## config.mk

```make
export PLATFORM = sky130hd
export DESIGN_NAME = ad5328_ch_sched_flat
export DESIGN_NICKNAME = d
export VERILOG_FILES = /design/src/rtl/ad5328_pkg.sv /design/src/rtl/ad5328_ch_sched_if.sv /design/src/rtl/ad5328_rr_arb.sv /design/src/rtl/ad5328_ch_sched.sv /design/src/flat_wrapper.sv
export SDC_FILE = /design/constraint.sdc
export NUM_CORES = 1
export LEC_CHECK = 0
export CAP_MARGIN = 10
export CORE_MARGIN = 2
export CORE_UTILIZATION = 35
export DETAILED_ROUTE_END_ITERATION = 6
export GPL_ROUTABILITY_DRIVEN = 0
export GPL_TIMING_DRIVEN = 0
export PLACE_DENSITY = 0.61
export SYNTH_ARGS = -nofsm -noshare
export SYNTH_HDL_FRONTEND = slang
export SYNTH_SLANG_ARGS = --single-unit
```

## constraint.sdc

```tcl
create_clock -name clk -period 3.8 [get_ports clk]
set_input_delay 0.95 -clock clk [delete_from_list [all_inputs] [get_ports clk]]
set_output_delay 0.95 -clock clk [all_outputs]
set_load 0.02 [all_outputs]
```

## src/rtl/ad5328_pkg.sv

```systemverilog
// Shared definitions for the AD5328 channel scheduler: word prefixes, sizes,
// FSM state encoding and the data-word builder.
package ad5328_pkg;

   localparam int unsigned N_CH   = 8;
   localparam int unsigned CODE_W = 12;
   localparam int unsigned N_INIT = 10;

   localparam logic       DATA      = 1'b0;
   localparam logic [2:0] CTRL_GAIN = 3'b100;
   localparam logic [2:0] CTRL_LDAC = 3'b101;

   typedef enum logic [2:0] {
      DELAY,
      INIT,
      IDLE,
      ISSUE,
      WAIT_LO,
      WAIT_HI
   } state_t;

   function automatic logic [15:0] mk_data_word(input logic [2:0] ch,
                                                input logic [CODE_W-1:0] code);
      return {DATA, ch, code};
   endfunction

endpackage

```

## src/rtl/ad5328_ch_sched_if.sv

```systemverilog
// Write handshake between the channel scheduler and the AD5328 serial core.
interface ad5328_ch_sched_if;

   logic        wr_req;
   logic [15:0] wr_data;
   logic        ready;

   modport master (output wr_req, output wr_data, input ready);
   modport slave  (input wr_req, input wr_data, output ready);

endinterface

```

## src/rtl/ad5328_rr_arb.sv

```systemverilog
// Combinational 8-way round-robin finder: first set request after ptr, wrapping.
module ad5328_rr_arb
   import ad5328_pkg::*;
(
   input  logic [N_CH-1:0] req,
   input  logic [2:0]      ptr,
   output logic [2:0]      gnt_idx,
   output logic            gnt_vld
);

   logic [2:0] cand;

   // i = 8 wraps cand back to ptr itself, so the last-served channel has lowest priority
   always_comb begin
      gnt_idx = '0;
      gnt_vld = 1'b0;
      cand    = ptr;
      for (int unsigned i = 1; i <= N_CH; i++) begin
         cand = ptr + 3'(i);
         if (!gnt_vld && req[cand]) begin
            gnt_vld = 1'b1;
            gnt_idx = cand;
         end
      end
   end

endmodule

```

## src/rtl/ad5328_ch_sched.sv

```systemverilog
// AD5328 power-up sequencer and round-robin per-channel write scheduler
// feeding the serial core through a req/ready handshake.
module ad5328_ch_sched
   import ad5328_pkg::*;
#(
   parameter int unsigned       INIT_DELAY   = 100,
   parameter logic [3:0]        GAIN_BUF_CFG = 4'b0000,
   parameter logic [CODE_W-1:0] DEFAULT_CODE = 12'h000
) (
   input  logic                   clk,
   input  logic                   rst_n,
   input  logic [N_CH-1:0]        ch_set,
   input  logic [N_CH*CODE_W-1:0] ch_value,
   output logic [N_CH-1:0]        ch_pend,
   output logic                   init_done,
   ad5328_ch_sched_if.master      wr_if
);

   localparam int unsigned DW = (INIT_DELAY > 1) ? $clog2(INIT_DELAY) : 1;

   state_t            state;
   logic [DW-1:0]     dly_cnt;
   logic [3:0]        init_idx;
   logic [2:0]        rr_ptr;
   logic [15:0]       wr_data_q;
   logic [CODE_W-1:0] shadow [N_CH];

   logic [2:0]        gnt_idx;
   logic              gnt_vld;
   logic [N_CH-1:0]   gnt_clr;
   logic [15:0]       init_word;

   ad5328_rr_arb u_arb (
      .req     (ch_pend),
      .ptr     (rr_ptr),
      .gnt_idx (gnt_idx),
      .gnt_vld (gnt_vld)
   );

   always_comb begin
      gnt_clr = '0;
      if (state == IDLE && gnt_vld)
         gnt_clr = N_CH'(1) << gnt_idx;
   end

   always_comb begin
      if (init_idx == 4'd0)
         init_word = {CTRL_GAIN, 9'b0, GAIN_BUF_CFG};
      else if (init_idx == 4'd1)
         init_word = {CTRL_LDAC, 13'b0};
      else
         init_word = mk_data_word(3'(init_idx - 4'd2), DEFAULT_CODE);
   end

   // Strobe only while the core is ready, so the request is never lost
   assign wr_if.wr_req  = (state == ISSUE) && wr_if.ready;
   assign wr_if.wr_data = wr_data_q;

   always_ff @(posedge clk or negedge rst_n) begin
      if (!rst_n) begin
         state     <= DELAY;
         dly_cnt   <= '0;
         init_idx  <= '0;
         init_done <= 1'b0;
         rr_ptr    <= 3'd7;
         wr_data_q <= '0;
         ch_pend   <= '0;
         for (int unsigned i = 0; i < N_CH; i++)
            shadow[i] <= DEFAULT_CODE;
      end else begin
         for (int unsigned i = 0; i < N_CH; i++)
            if (ch_set[i])
               shadow[i] <= ch_value[CODE_W*i +: CODE_W];
         // A new strobe on the channel being granted keeps it pending
         ch_pend <= (ch_pend & ~gnt_clr) | ch_set;

         case (state)
            DELAY: begin
               if (dly_cnt == DW'(INIT_DELAY - 1))
                  state <= INIT;
               else
                  dly_cnt <= dly_cnt + 1'b1;
            end
            INIT: begin
               wr_data_q <= init_word;
               state     <= ISSUE;
            end
            IDLE: begin
               if (gnt_vld) begin
                  wr_data_q <= mk_data_word(gnt_idx, shadow[gnt_idx]);
                  rr_ptr    <= gnt_idx;
                  state     <= ISSUE;
               end
            end
            ISSUE: begin
               if (wr_if.ready)
                  state <= WAIT_LO;
            end
            WAIT_LO: begin
               if (!wr_if.ready)
                  state <= WAIT_HI;
            end
            WAIT_HI: begin
               if (wr_if.ready) begin
                  if (init_done) begin
                     state <= IDLE;
                  end else if (init_idx == 4'(N_INIT - 1)) begin
                     init_done <= 1'b1;
                     state     <= IDLE;
                  end else begin
                     init_idx <= init_idx + 1'b1;
                     state    <= INIT;
                  end
               end
            end
            default: state <= DELAY;
         endcase
      end
   end

endmodule

```

## src/flat_wrapper.sv

```systemverilog
// flat-port wrapper written by rule: the top's interface ports become plain ports
module ad5328_ch_sched_flat import ad5328_pkg::*;
#(
   parameter int unsigned       INIT_DELAY   = 100,
   parameter logic [3:0]        GAIN_BUF_CFG = 4'b0000,
   parameter logic [CODE_W-1:0] DEFAULT_CODE = 12'h000
)
  (clk, rst_n, ch_set, ch_value, ch_pend, init_done, wr_if_wr_req, wr_if_wr_data, wr_if_ready);
  ad5328_ch_sched_if wr_if_i ();
  input  logic clk;
  input  logic rst_n;
  input  logic [N_CH-1:0] ch_set;
  input  logic [N_CH*CODE_W-1:0] ch_value;
  output logic [N_CH-1:0] ch_pend;
  output logic init_done;
  output wire logic [$bits(wr_if_i.wr_req)-1:0] wr_if_wr_req;
  output wire logic [$bits(wr_if_i.wr_data)-1:0] wr_if_wr_data;
  input wire logic [$bits(wr_if_i.ready)-1:0] wr_if_ready;
  assign wr_if_wr_req = wr_if_i.wr_req;
  assign wr_if_wr_data = wr_if_i.wr_data;
  assign wr_if_i.ready = wr_if_ready;
  ad5328_ch_sched #(.INIT_DELAY(INIT_DELAY), .GAIN_BUF_CFG(GAIN_BUF_CFG), .DEFAULT_CODE(DEFAULT_CODE)) u_core (.clk(clk), .rst_n(rst_n), .ch_set(ch_set), .ch_value(ch_value), .ch_pend(ch_pend), .init_done(init_done), .wr_if(wr_if_i));
endmodule
```

==> Word level (Yosys, flattened, before mapping) <==
Index checks and enable logic that the tools add are counted.
{ "op_classes": {"muxes": 50, "reduce_logical": 25, "n_bitwise": 7, "eq_ne": 13, "add_sub_neg": 10, "order_cmp": 9, "n_shift": 1} }
{ "op_table": {"columns": ["op", "count"], "rows": [
  ["16-bit 2-to-1 mux", 3],
  ["3-bit 2-to-1 mux", 14],
  ["12-bit binary-select mux with 3-bit select", 1],
  ["3-bit by 4-bit < comparator with 1-bit output (second input constant)", 8],
  ["16-bit case mux with 2 select lines", 1],
  ["1-bit binary-select mux with 3-bit select", 8],
  ["12-bit 2-to-1 mux", 2],
  ["1-bit 2-to-1 mux", 18],
  ["3-bit case mux with 6 select lines", 1],
  ["3-bit adder (second input constant)", 4],
  ["1-bit logical AND", 9],
  ["8-bit bitwise AND", 1],
  ["8-bit 2-to-1 mux", 1],
  ["8-bit NOT", 1],
  ["8-bit OR", 1],
  ["2-bit AND reduction", 4],
  ["1-bit by 3-bit left shift with 8-bit output (first input constant)", 1],
  ["7-bit by 1-bit adder with 7-bit output (second input constant)", 1],
  ["7-bit == test (second input constant)", 1],
  ["1-bit zero test", 7],
  ["3-bit by 2-bit adder with 3-bit output (second input constant)", 2],
  ["3-bit by 2-bit == test with 1-bit output (second input constant)", 2],
  ["3-bit == test (second input constant)", 2],
  ["2-bit != test (second input constant)", 3],
  ["other kinds (16)", 19]
]} }
{ "totals": {"output_inout_bits": 26, "input_bits": 107, "ff_bits": 138} }

==> Depth between registers and ports, before layout <==
Gate-level depths: netlist (run 1).
{ "logic_depth": {"word_depth": 31, "mapped_depth": 15, "ltp_nobuf": 10} }

==> By module <==
A second synthesis (run 1) with hierarchy kept.
{ "unflattened": {"cells_unflattened": 541, "hier_area_um2": 6964.2} }
{ "by_module_without_submodules": {"columns": ["mod", "seq_area_each_um2", "area_each_um2", "cells_each", "instances"], "rows": [
  ["ad5328_ch_sched", 3457.1, 6178.4, 448, 1],
  ["ad5328_rr_arb", 0.0, 785.8, 93, 1]
]} }

==> Worst setup path after synthesis (run 1) <==
OpenSTA, ideal clock, no wires.
{ "synth_timing": {"path_type": "register to register", "startpoint": "reg u_core.rr_ptr[1]", "endpoint": "reg u_core.wr_data_q[0], in the netlist u_core.wr_if.wr_data[0]", "setup_time_ps": 90, "period_less_slack_ps": 3585, "arrival_ps": 3495, "slack_ps": 215, "stages_incl_launch_ff": 15, "cell_sequence": "dfstp_2 -> buf_2 -> inv_1 -> ha_1 -> buf_6 -> mux4_2 -> or2_0 -> mux2i_1 -> nand4_1 -> a31o_1 -> buf_4 -> nand2_4 -> buf_6 -> mux4_2 -> o2111ai_1"} }
{ "synth_between": {"elab_chain_len": 31, "elab_cells_between_ends": 61, "cone_classes": "add/sub: 7; eq/ne: 1; mux: 37; bitwise: 1; reduce/logical: 15"} }
{ "synth_lines": {"columns": ["element", "line_no", "text"], "rows": [
  ["from (decl)", "ad5328_ch_sched.sv:24", "logic [2:0] rr_ptr;"],
  ["from (signal assigned)", "ad5328_ch_sched.sv:91", "rr_ptr <= gnt_idx;"],
  ["3-bit by 1-bit adder with 3-bit output", "ad5328_rr_arb.sv:19", "cand = ptr + 3'(i);"],
  ["1-bit binary-select mux with 3-bit select", "ad5328_rr_arb.sv:20", "if (!gnt_vld && req[cand]) begin"],
  ["1-bit 2-to-1 mux (not written as such)", "ad5328_rr_arb.sv:20", null],
  ["1-bit 2-to-1 mux", "ad5328_rr_arb.sv:20", null],
  ["1-bit zero test", "ad5328_rr_arb.sv:20", null],
  ["1-bit logical AND", "ad5328_rr_arb.sv:20", null],
  ["1-bit 2-to-1 mux", "ad5328_rr_arb.sv:20", null],
  ["1-bit zero test", "ad5328_rr_arb.sv:20", null],
  ["[14 not listed]", null, null],
  ["1-bit zero test", "ad5328_rr_arb.sv:20", null],
  ["1-bit logical AND", "ad5328_rr_arb.sv:20", null],
  ["3-bit 2-to-1 mux", "ad5328_rr_arb.sv:20", null],
  ["3-bit NOT with 4-bit output (not written as such)", "ad5328_ch_sched.sv:90", "wr_data_q <= mk_data_word(gnt_idx, shadow[gnt_idx]);"],
  ["12-bit binary-select mux with 3-bit select", "ad5328_ch_sched.sv:90", null],
  ["12-bit 2-to-1 mux (not written as such) (2 in series)", "ad5328_ch_sched.sv:90", null],
  ["16-bit 2-to-1 mux", "ad5328_ch_sched.sv:89", "if (gnt_vld) begin"],
  ["16-bit case mux with 2 select lines", "ad5328_ch_sched.sv:77", "case (state)"],
  ["to (signal assigned)", "ad5328_ch_sched.sv:85", "wr_data_q <= init_word;"],
  ["to (signal assigned)", "ad5328_ch_sched.sv:90", null],
  ["to (decl)", "ad5328_ch_sched.sv:25", "logic [15:0] wr_data_q;"]
]} }
Several ways; a longest one is shown, not always the timed one. The select of a mux whose other input is x is not followed.
A chain may end at the register's enable or synchronous reset.

==> Worst setup path after layout (run 1) <==
{ "layout_timing": {"startpoint": "reg u_core.rr_ptr[0]", "endpoint": "reg u_core.wr_data_q[7], in the netlist u_core.wr_if.wr_data[7]"} }
The elaborated chain is that of the path after synthesis.

==> results of run 1 <==
==> registers in the layout, indices dropped and copies added, names as in the netlist <==
register / cells
u_core.rr_ptr: 3
u_core.dly_cnt: 7
u_core.init_idx: 4
u_core.init_done: 1
u_core.state: 3
u_core.ch_pend: 8
u_core.shadow: 96
u_core.wr_if.wr_data: 16
==> cells in the final DEF (no fill, tap or decap), types with 10 or more instances in the layout <==
cell type	netlist	layout
nor2_1	15	15
clkdlybuf4s50_1	0	130
xnor2_1	11	11
a21boi_0	22	22
nand3_1	13	13
buf_4	4	20
mux2i_1	21	13
and3_1	22	22
nand2_1	92	92
inv_1	62	61
mux2_2	44	44
o211ai_1	24	24
clkbuf_16	0	18
a21oi_1	10	10
dfrtp_1	135	135
buf_6	4	10
o21ai_0	64	63
clkbuf_1	26	21
mux4_2	22	27
==> area by class of cell <==
| type | count | area share [%] |
|---|---|---|
| Buffer | 45 | 2.680 |
| Sequential cell | 138 | 34.28 |
| Inverter | 64 | 2.407 |
| Clock inverter | 10 | 1.278 |
| Timing Repair Buffer | 152 | 15.10 |
| Multi-Input combinational cell | 456 | 36.14 |
| Tap cell | 275 | 3.412 |
| Clock buffer | 22 | 4.702 |
==> what timing repair did <==
| action | in CTS | in global routing |
|---|---|---|
| pin swaps | 9 | 7 |
| cloned | 1 | 1 |
| endpoints found under the setup margin | 23 | 17 |
| setup buffers | 14 | 4 |
| resized for setup | 43 | 16 |
==> worst paths after layout <==
path,from,to,slack [ns],cells after the start
worst min-delay path,u_core.dly_cnt[6],u_core.dly_cnt[6],0.47,1
worst max-delay path,u_core.rr_ptr[0],u_core.wr_if.wr_data[7],0.08,12
worst max register to register,u_core.rr_ptr[0],u_core.wr_if.wr_data[7],0.08,12
max in group asynchronous,rst_n,u_core.shadow[86],2.47,2
min in group asynchronous,rst_n,u_core.dly_cnt[3],0.54,1
worst min register to register,u_core.dly_cnt[6],u_core.dly_cnt[6],0.47,1
==> layer usage <==
layer / vias up / GRT usage, % / share of wire (%)
li1: 2868 / - / -
met1: 3085 / 27.57 / 44
met2: 251 / 33.61 / 48
met3: 33 / 4.091 / 6.3
met4: 0 / 7.594 / 2.3
met5: - / 0 / 0
==> report_power, final <==
group	internal, mW	switching (mW)
registers	1.72	0.173
logic	1.61	1.98
clock network	1.03	0.681
==> through the flow <==
step                      setup TNS, ns  std cells  setup slack (ns)  util (%)
final                                 0       1162           0.08187     47.97
after global routing                  0       1162          0.003023     47.97
after CTS                             0       1158           0.04655     47.56
after detailed placement         -5.742       1113           -0.4385     43.58
after global placement          -537.71       1112            -3.912     43.44
after floorplan                       0        706            0.2154         -
==> cells by family (layout without fill, tap and decap cells) <==
group	Yosys count	count (layout)	share of synthesized area (%)
xor gates and xnor gates	12	12	1.406
muxes	92	92	17.82
DFF	138	138	46.23
buffers and inverters	112	293	6.459
and+or+nand+nor	171	171	10.84
AOI/OAI and AO/OA	174	174	16.06
adders and majority gates	7	7	1.171
==> metrics.md, run 1 <==
| Metric | Value |
|---|---|
| Die H | 150.2 microns |
| Ports | 133 |
| Post-synth EDFFs | 0 |
| DP Area | 0.009161 sq mm |
| Post-synth ARST share | 100.0% |
| Buf/Inv on CP | 4 |
| CTS Hold Bufs | 0 |
| Htree depth | 4 |
| Synth warn | 0 |
| Fin crit period | roughly 3.7 ns |
| Hold slack final | 0.4730 ns |
| Ranking of synthesized cells by area | dfrtp_1, mux2_2, mux4_2 |
| Via/cell ratio | 5.367 |
| Synth Area per Inst | 10.59 sq um |
| Distinct cells, synth | between 60 and 70 |
| Max Fanout on Critical Path | 10 |
| Num Clock Sinks | 138 |
| ANT nets after route | 0 |
| Clk slew on worst S/H paths | 0.06 ns |
| Clock skew | 0.01039 ns |
| Post-DP HPWL | ~16 mm |
| Clock latency on the worst-skew pair | 0.42 ns |
| DRC Markers | 0 |
| Leakage | between 4 and 5 nW |
| Final Max Tran Viols | 0 |
| P per Cell Area | 713.2 mW/mm^2 |
| Final Setup Violations | 0 |
| Pre-antenna DRT Iters | 5 |
| N_diodes | 0 |
| Max Cap Violations | 0 |
| Post-Syn Area | 0.007477 sq mm |
| First-pass GRT wire length | 35.23 mm |
| Gr ovfl total | 0 |
| RSZ-0062 raised after global routing | false |
| Critical Path Max Stage Delay | 0.55 ns |
| Data required, critical path | between 4 and 5 ns |
| Die Width | 150.2 microns |
| Cell area after layout | 0.01008 sq mm |
| CP Launch Type | flip-flop |
| Sequential area share after synthesis | 46.23% |
| Main flop type after synthesis | dfrtp_1 |
| CTS buffer count | 17 |
| Worst relative slew slack | 49.21% |
| CP arrival | between 4 and 5 ns |
| DR iter-0 viols | between 600 and 700 |
| Fmax | 269.0 MHz |
| Cell count after synthesis | 706 |
| Crit-path cells | buf_8, inv_4, ha_4, buf_6, mux2i_2, mux4_2, nand3_1, or4_4, a32oi_4, buf_6, mux4_2, o2111ai_2 |
| Initial core utilization | 35.57% |
| Measured slew at the worst slew-check pin | 0.7619 ns |
| FILL cells | 1923 |
| Area delta synth->final | 34.87% |
| WL/cell | 19.25 microns |
| Initial antenna violation count | 0 |
| Total power | 7.192 mW |
| Final nets | 988 |
| Routed Wire Length | 22.36 mm |
| Via count of the routed design | just over 6000 |
| Count leader, synth | dfrtp_1 |
| Hold Vio Cnt, Final | 0 |
| TritonCTS clock tree | built |
| CTS Root Cell | clkbuf_16 |
| Critical path capture point type | flip-flop |
| Syn Nets | 820 |
| CORE AREA | 0.02102 sq mm |
| Tot GR Track Use | 20.70% |
| Layout cell share with drive strength beyond 1 | 20.41% |
| Register area | 0.003457 sq mm |
| Hold WC Path Type | reg2reg |
| Vias in the first global route | 6472 |
| Peak VDD IR | ~0.37 mV |
| Area occupied by multi-input gates | between 0.003 and 0.004 sq mm |
| Synth cell count leaders | dfrtp_1, nand2_1, o21ai_0 |
| Register bit count reported by yosys | between 100 and 150 |
| Status | complete, no violations |
| Critical path's top delay family | multiplexers |
| Slowest cell on crit path | dfstp_2 |
| Largest net degree at the start of global routing | a little under 80 |
| WS Path Type | reg2reg |
| Longest Clk Path Bufs | 2 |
| Row count | between 50 and 60 |
| Full die area | about 0.023 sq mm |
| Tcrit/Tclk final | 97.85% |
| IO buf count | 131 |
| Post-synth top area share | 45.18% |
| Synth area leader | dfrtp_1 |
Power figures use the tool's default switching activity.
==> inputs of run 2 (changes only) <==
--- a/config.mk
+++ b/config.mk
@@ -11,7 +11,7 @@
 export DETAILED_ROUTE_END_ITERATION = 6
 export GPL_ROUTABILITY_DRIVEN = 0
 export GPL_TIMING_DRIVEN = 0
-export PLACE_DENSITY = 0.61
+export PLACE_DENSITY = 0.59
 export SYNTH_ARGS = -nofsm -noshare
 export SYNTH_HDL_FRONTEND = slang
 export SYNTH_SLANG_ARGS = --single-unit
==> constraint.sdc (replaced) <==
create_clock -name clk -period 3.5 [get_ports clk]
set_input_delay 0.875 -clock clk [delete_from_list [all_inputs] [get_ports clk]]
set_output_delay 0.875 -clock clk [all_outputs]
set_load 0.02 [all_outputs]
==> metrics.md, run 2 (synthesis results as in run 1) <==
| Metric | Value |
|---|---|
| CTS Hold Bufs | 0 (unchanged) |
| Fmax | 270.8 MHz (+0.67%) |
| Vias in the first global route | 6336 (-2.1%) |
| Peak VDD IR | 0.4429 mV (+20%) |
| Gr ovfl total | 0 (unchanged) |
| Clk slew on worst S/H paths | 0.06 ns (about the same) |
| Violated checks | negative setup slack |
| Largest net degree at the start of global routing | 74 (-6.3%) |
| DRC Markers | 0 (unchanged) |
| Status | finished with violations |
| Num Clock Sinks | 138 (unchanged) |
| Tot GR Track Use | 20.74% (+0.043 points) |
| Row count | 53 (unchanged) |
| Largest reg by FF count | u_core.shadow |
| P per Cell Area | 785.4 mW/mm^2 (+10%) |
| Final Setup Violations | 14 (+14) |
| Die Width | 150.2 microns (unchanged) |
| WL/cell | 19.26 microns (about the same) |
| Routed Wire Length | 22.48 mm (+0.52%) |
| Setup tns final | -1.873 ns (-1.873 ns) |
| Full die area | 0.02255 sq mm (unchanged) |
| TritonCTS clock tree | built |
| CP arrival | 4.03 ns (-0.03 ns) |
| CP Launch Type | flip-flop |
| Initial antenna violation count | 0 (unchanged) |
| CTS Root Cell | clkbuf_16 |
| Via/cell ratio | 5.320 (-0.89%) |
| Clock skew | 0.009669 ns (-0.0007189 ns) |
| Final Max Tran Viols | 0 (unchanged) |
| Buf/Inv on CP | 4 (unchanged) |
| Crit-path cells | buf_8, inv_8, ha_4, buf_12, mux2i_2, mux4_2, nand3_2, or4_4, a32oi_4, buf_6, mux4_2, o2111ai_2 |
| Critical path capture point type | flip-flop |
| CORE AREA | 0.02102 sq mm (unchanged) |
| Max Fanout on Critical Path | 5 (-5) |
| Area delta synth->final | 37.38% |
| Longest Clk Path Bufs | 2 (unchanged) |
| First-pass GRT wire length | 35.43 mm (+0.57%) |
| WS Path Type | reg2reg |
| Commonest non-fill, non-tap cell in the layout | dfrtp_1 |
| Post-DP HPWL | 15.82 mm (about the same) |
| Worst relative slew slack | 57.02% (+7.8 points) |
| Placed cells | 1113 (unchanged) |
| Initial core utilization | 35.57% (unchanged) |
| FILL cells | 1921 (-0.10%) |
| Total power | 8.067 mW (+12%) |
| Die H | 150.2 microns (unchanged) |
| IO buf count | 131 (unchanged) |
| Most frequent cells in the layout | dfrtp_1, clkdlybuf4s50_1, nand2_1 |
| Fin util | 48.87% (+0.89 points) |
| Measured slew at the worst slew-check pin | 0.6446 ns (-0.1172 ns) |
| Critical Path Max Stage Delay | 0.59 ns (+0.04 ns) |
| Ports | 133 (unchanged) |
| Slowest cell on crit path | or4_4 |
| Final nets | 993 (+0.51%) |
| Max Cap Violations | 0 (unchanged) |
| Tcrit/Tclk final | 105.5% (+7.7 points) |
| Critical path's top delay family | multiplexers |
| Hold Vio Cnt, Final | 0 (unchanged) |
| Clock latency on the worst-skew pair | 0.42 ns (about the same) |
| Htree depth | 4 (unchanged) |
| CTS buffer count | 17 (unchanged) |
| Layout cell share with drive strength beyond 1 | 22.98% (+2.6 points) |
| Leakage | 4.309 nW (+2.2%) |
| Register area | 0.003457 sq mm (unchanged) |
| ANT nets after route | 0 (unchanged) |
| Pre-antenna DRT Iters | 5 (unchanged) |
| Hold WC Path Type | in2async |
| DR iter-0 viols | 574 (-11%) |
| RSZ-0062 raised after global routing | true |
| Area occupied by multi-input gates | 0.003734 sq mm (+2.4%) |
| Max reg flops | 96 (unchanged) |
| Hold slack final | 0.4405 ns (-0.03243 ns) |
| Data required, critical path | 3.83 ns (-0.31 ns) |
| Final instance count without filler cells | 1167 (+0.43%) |
| Fin crit period | 3.693 ns (-0.02491 ns) |
| N_diodes | 0 (unchanged) |
| Fin worst setup slack | -0.1932 ns (-0.2751 ns) |
| Via count of the routed design | 6208 (-0.46%) |
| Crit-path most repeated cell | mux4_2 |
-- run 2: metal layers --
layer  wire length, microns  part of all wire [%]  vias to the layer above  GRT usage, %
li1                       -                     -                     2883             -
met1                  10080                    45                     3083         28.56
met2                  10810                    48                      212         33.15
met3                   1131                   5.0                       30         4.000
met4                    464                   2.1                        0         6.557
met5                      0                     0                        -             0
-- run 2: worst paths after layout --
path | start | endpoint | slack, ns | cells after the start
setup / recovery | u_core.rr_ptr[0] | u_core.wr_if.wr_data[1] | -0.19 | 12
hold / removal | rst_n | u_core.dly_cnt[4] | 0.44 | 1
setup reg to reg | u_core.rr_ptr[0] | u_core.wr_if.wr_data[1] | -0.19 | 12
hold reg to reg | u_core.dly_cnt[6] | u_core.dly_cnt[6] | 0.47 | 1
max in group asynchronous | rst_n | u_core.shadow[11] | 2.27 | 2
min in group clk | u_core.dly_cnt[6] | u_core.dly_cnt[6] | 0.47 | 1
-- run 2: area by class of cell --
class	instances	area share (%)
Clock buffer	17	4.141
Tap cell	275	3.350
Multi-Input combinational cell	456	36.35
Buffer	45	2.741
Sequential cell	138	33.65
Clock inverter	15	2.010
Timing Repair Buffer	157	15.32
Inverter	64	2.436
-- run 2: stage by stage --
step	cell area (sq um)	worst slack (ns)
2_1_floorplan	7506	0.03921
3_3_place_gp	9161	-4.151
3_5_place_dp	9190	-0.5522
4_1_cts	10100	-0.1308
5_1_grt	10270	-0.2824
6_report	10270	-0.1932
-- run 2: repair_timing --
action / 4_1_cts / 5_1_grt
pin swaps: 14 / 10
resized for setup: 51 / 29
endpoints found under the setup margin: 25 / 23
setup buffers: 18 / 6
cloned: 1 / 0
-- run 2: power breakdown --
part           switching, mW  leakage, nW  internal (mW)
Combinational           2.23         2.36           1.84
Clock                  0.798        0.307           1.15
Sequential             0.185         1.64           1.86
Total                   3.21         4.31           4.86
==> inputs of run 3 (changes only) <==
--- a/config.mk
+++ b/config.mk
@@ -11,7 +11,7 @@
 export DETAILED_ROUTE_END_ITERATION = 6
 export GPL_ROUTABILITY_DRIVEN = 0
 export GPL_TIMING_DRIVEN = 0
-export PLACE_DENSITY = 0.59
+export PLACE_DENSITY_LB_ADDON = 0.12
 export SYNTH_ARGS = -nofsm -noshare
 export SYNTH_HDL_FRONTEND = slang
 export SYNTH_SLANG_ARGS = --single-unit
==> metrics.md, run 3 (synthesis results as in run 1) <==
| Metric | Value |
|---|---|
| ANT nets after route | 0 (unchanged) |
| IO buf count | 131 (unchanged) |
| DRC Markers | 0 (unchanged) |
| Critical Path Max Stage Delay | 0.55 ns (-0.04 ns) |
| Tot GR Track Use | 21.11% (+0.37 points) |
| Critical path's top delay family | multiplexers |
| Data required, critical path | 3.85 ns (+0.02 ns) |
| Tcrit/Tclk final | 105.9% (+0.43 points) |
| Hold Vio Cnt, Final | 0 (unchanged) |
| Fin crit period | 3.708 ns (+0.01501 ns) |
| Clock skew | 0.007127 ns (-0.002542 ns) |
| Most frequent cells in the layout | dfrtp_1, clkdlybuf4s50_1, nand2_1 |
| Max reg flops | 96 (unchanged) |
| Full die area | 0.02255 sq mm (unchanged) |
| Hold WC Path Type | in2async |
| Final instance count without filler cells | 1177 (+0.86%) |
| N_diodes | 0 (unchanged) |
| Initial antenna violation count | 0 (unchanged) |
| Initial core utilization | 35.57% (unchanged) |
| Max Cap Violations | 0 (unchanged) |
| Status | finished with violations |
| Area delta synth->final | 38.94% |
| Via count of the routed design | 6334 (+2.0%) |
| WS Path Type | reg2reg |
| Max Fanout on Critical Path | 6 (+1) |
| Clock latency on the worst-skew pair | 0.43 ns (about the same) |
| Commonest non-fill, non-tap cell in the layout | dfrtp_1 |
| CP Launch Type | flip-flop |
| Cell area after layout | 0.01039 sq mm (+1.1%) |
| P per Cell Area | 781.6 mW/mm^2 (-0.48%) |
| Crit-path cells | buf_8, inv_8, ha_4, buf_6, mux2i_4, mux4_2, a32oi_4, o221ai_4, o211ai_4, nand2_4, buf_12, mux4_2, o2111ai_2 |
| Gr ovfl total | 0 (unchanged) |
| Buf/Inv on CP | 4 (unchanged) |
| Via/cell ratio | 5.381 (+1.2%) |
| Largest net degree at the start of global routing | 77 (+4.1%) |
| Fin util | 49.42% (+0.55 points) |
| First-pass GRT wire length | 35.63 mm (+0.56%) |
| Die Width | 150.2 microns (unchanged) |
| Vias in the first global route | 6485 (+2.4%) |
| Hold slack final | 0.4279 ns (-0.01264 ns) |
| CP arrival | 4.05 ns (+0.02 ns) |
| Fin worst setup slack | -0.2082 ns (-0.01501 ns) |
| Worst R2R Start | u_core.rr_ptr[1] |
| Ports | 133 (unchanged) |
| Longest Clk Path Bufs | 2 (unchanged) |
| FILL cells | 1889 (-1.7%) |
| CP Launch Point | u_core.rr_ptr[1] |
| Worst relative slew slack | 58.27% (+1.2 points) |
| Leakage | 4.335 nW (+0.60%) |
| DP Area | 0.009190 sq mm (unchanged) |
| Row count | 53 (unchanged) |
| Htree depth | 4 (unchanged) |
| Die H | 150.2 microns (unchanged) |
| Critical path capture point type | flip-flop |
| Fmax | 269.7 MHz (-0.40%) |
| Placed cells | 1113 (unchanged) |
| Slowest cell on crit path | dfstp_2 |
| Final nets | 1003 (+1.0%) |
| CTS Hold Bufs | 0 (unchanged) |
| CORE AREA | 0.02102 sq mm (unchanged) |
| Violated checks | negative setup slack |
| CTS buffer count | 17 (unchanged) |
| Final Setup Violations | 14 (unchanged) |
| R2r setup slk | -0.21 ns (-0.02 ns) |
| TritonCTS clock tree | built |
| DR iter-0 viols | 478 (-17%) |
| Worst slack at placement | -0.5631 ns (-0.01085 ns) |
| CTS Root Cell | clkbuf_16 |
| Final Max Tran Viols | 0 (unchanged) |
| Post-DP HPWL | 16.70 mm (+5.5%) |
| Measured slew at the worst slew-check pin | 0.6260 ns (-0.01868 ns) |
| RSZ-0062 raised after global routing | true |
| Peak VDD IR | 0.4585 mV (+3.5%) |
| Layout cell share with drive strength beyond 1 | 23.50% (+0.52 points) |
| WL/cell | 19.61 microns (+1.8%) |
| Pre-antenna DRT Iters | 4 (-1) |
| Largest reg by FF count | u_core.shadow |
| Routed Wire Length | 23.08 mm (+2.7%) |
| Num Clock Sinks | 138 (unchanged) |
| Crit-path most repeated cell | mux4_2 |
| Clk slew on worst S/H paths | 0.06 ns (about the same) |
## run 3: worst register-to-register path: stages, from the launching register on
cell and delay [ns]:
dfstp_2 0.55, buf_8 0.12, inv_8 0.03, ha_4 0.24, buf_6 0.14, mux2i_4 0.18
mux4_2 0.55, a32oi_4 0.35, o221ai_4 0.18, o211ai_4 0.32, nand2_4 0.11, buf_12 0.16
mux4_2 0.48, o2111ai_2 0.22
## run 3: what timing repair did
| action | in CTS | in global routing |
|---|---|---|
| endpoints found under the hold margin | 0 | 0 |
| setup endpoints to repair | 25 | 25 |
| cloned | 1 | 0 |
| pin swaps | 11 | 16 |
| setup buffers | 16 | 18 |
| gates resized for setup | 55 | 38 |
## run 3: through the flow
| step | power [mW] | TNS, ns |
|---|---|---|
| final | 8.119 | -2.062 |
| after detailed placement | 5.412 | -7.974 |
| after global routing | 8.509 | -3.452 |
| after global placement | 5.324 | -532.52 |
| after floorplan | 4.310 | 0 |
| after CTS | 7.815 | -1.881 |
## run 3: final timing paths
| path | cells past startpoint | to |
|---|---|---|
| max | 13 | u_core.wr_if.wr_data[6] |
| min | 1 | u_core.state[2] |
| min reg2reg | 1 | u_core.dly_cnt[6] |
| min in group clk | 1 | u_core.dly_cnt[6] |
| max in group asynchronous | 2 | u_core.shadow[12] |
| max reg2reg | 13 | u_core.wr_if.wr_data[6] |
## run 3: metal layers
metal | global-route usage [%] | part of all wire [%] | wire [microns] | vias to the layer above
li1 | - | - | - | 2894
met1 | 27.89 | 43 | 9930 | 3174
met2 | 35.00 | 49 | 11370 | 224
met3 | 3.697 | 5.2 | 1197 | 42
met4 | 7.594 | 2.5 | 586 | 0
met5 | 0 | 0 | 0 | -
## run 3: cell type report
type	instances	area [sq um]	area share [%]
Inverter	64	255.2	2.457
Clock inverter	14	183.9	1.770
Sequential cell	138	3457	33.28
Multi-Input combinational cell	456	3739	35.99
Buffer	45	306.5	2.951
Timing Repair Buffer	167	1664	16.02
Tap cell	275	344.1	3.312
Clock buffer	18	439.2	4.227
## run 3: report_power, final
group          internal (mW)  switching, mW
Clock                   1.16          0.765
Combinational           1.95           2.19
Sequential              1.86          0.194
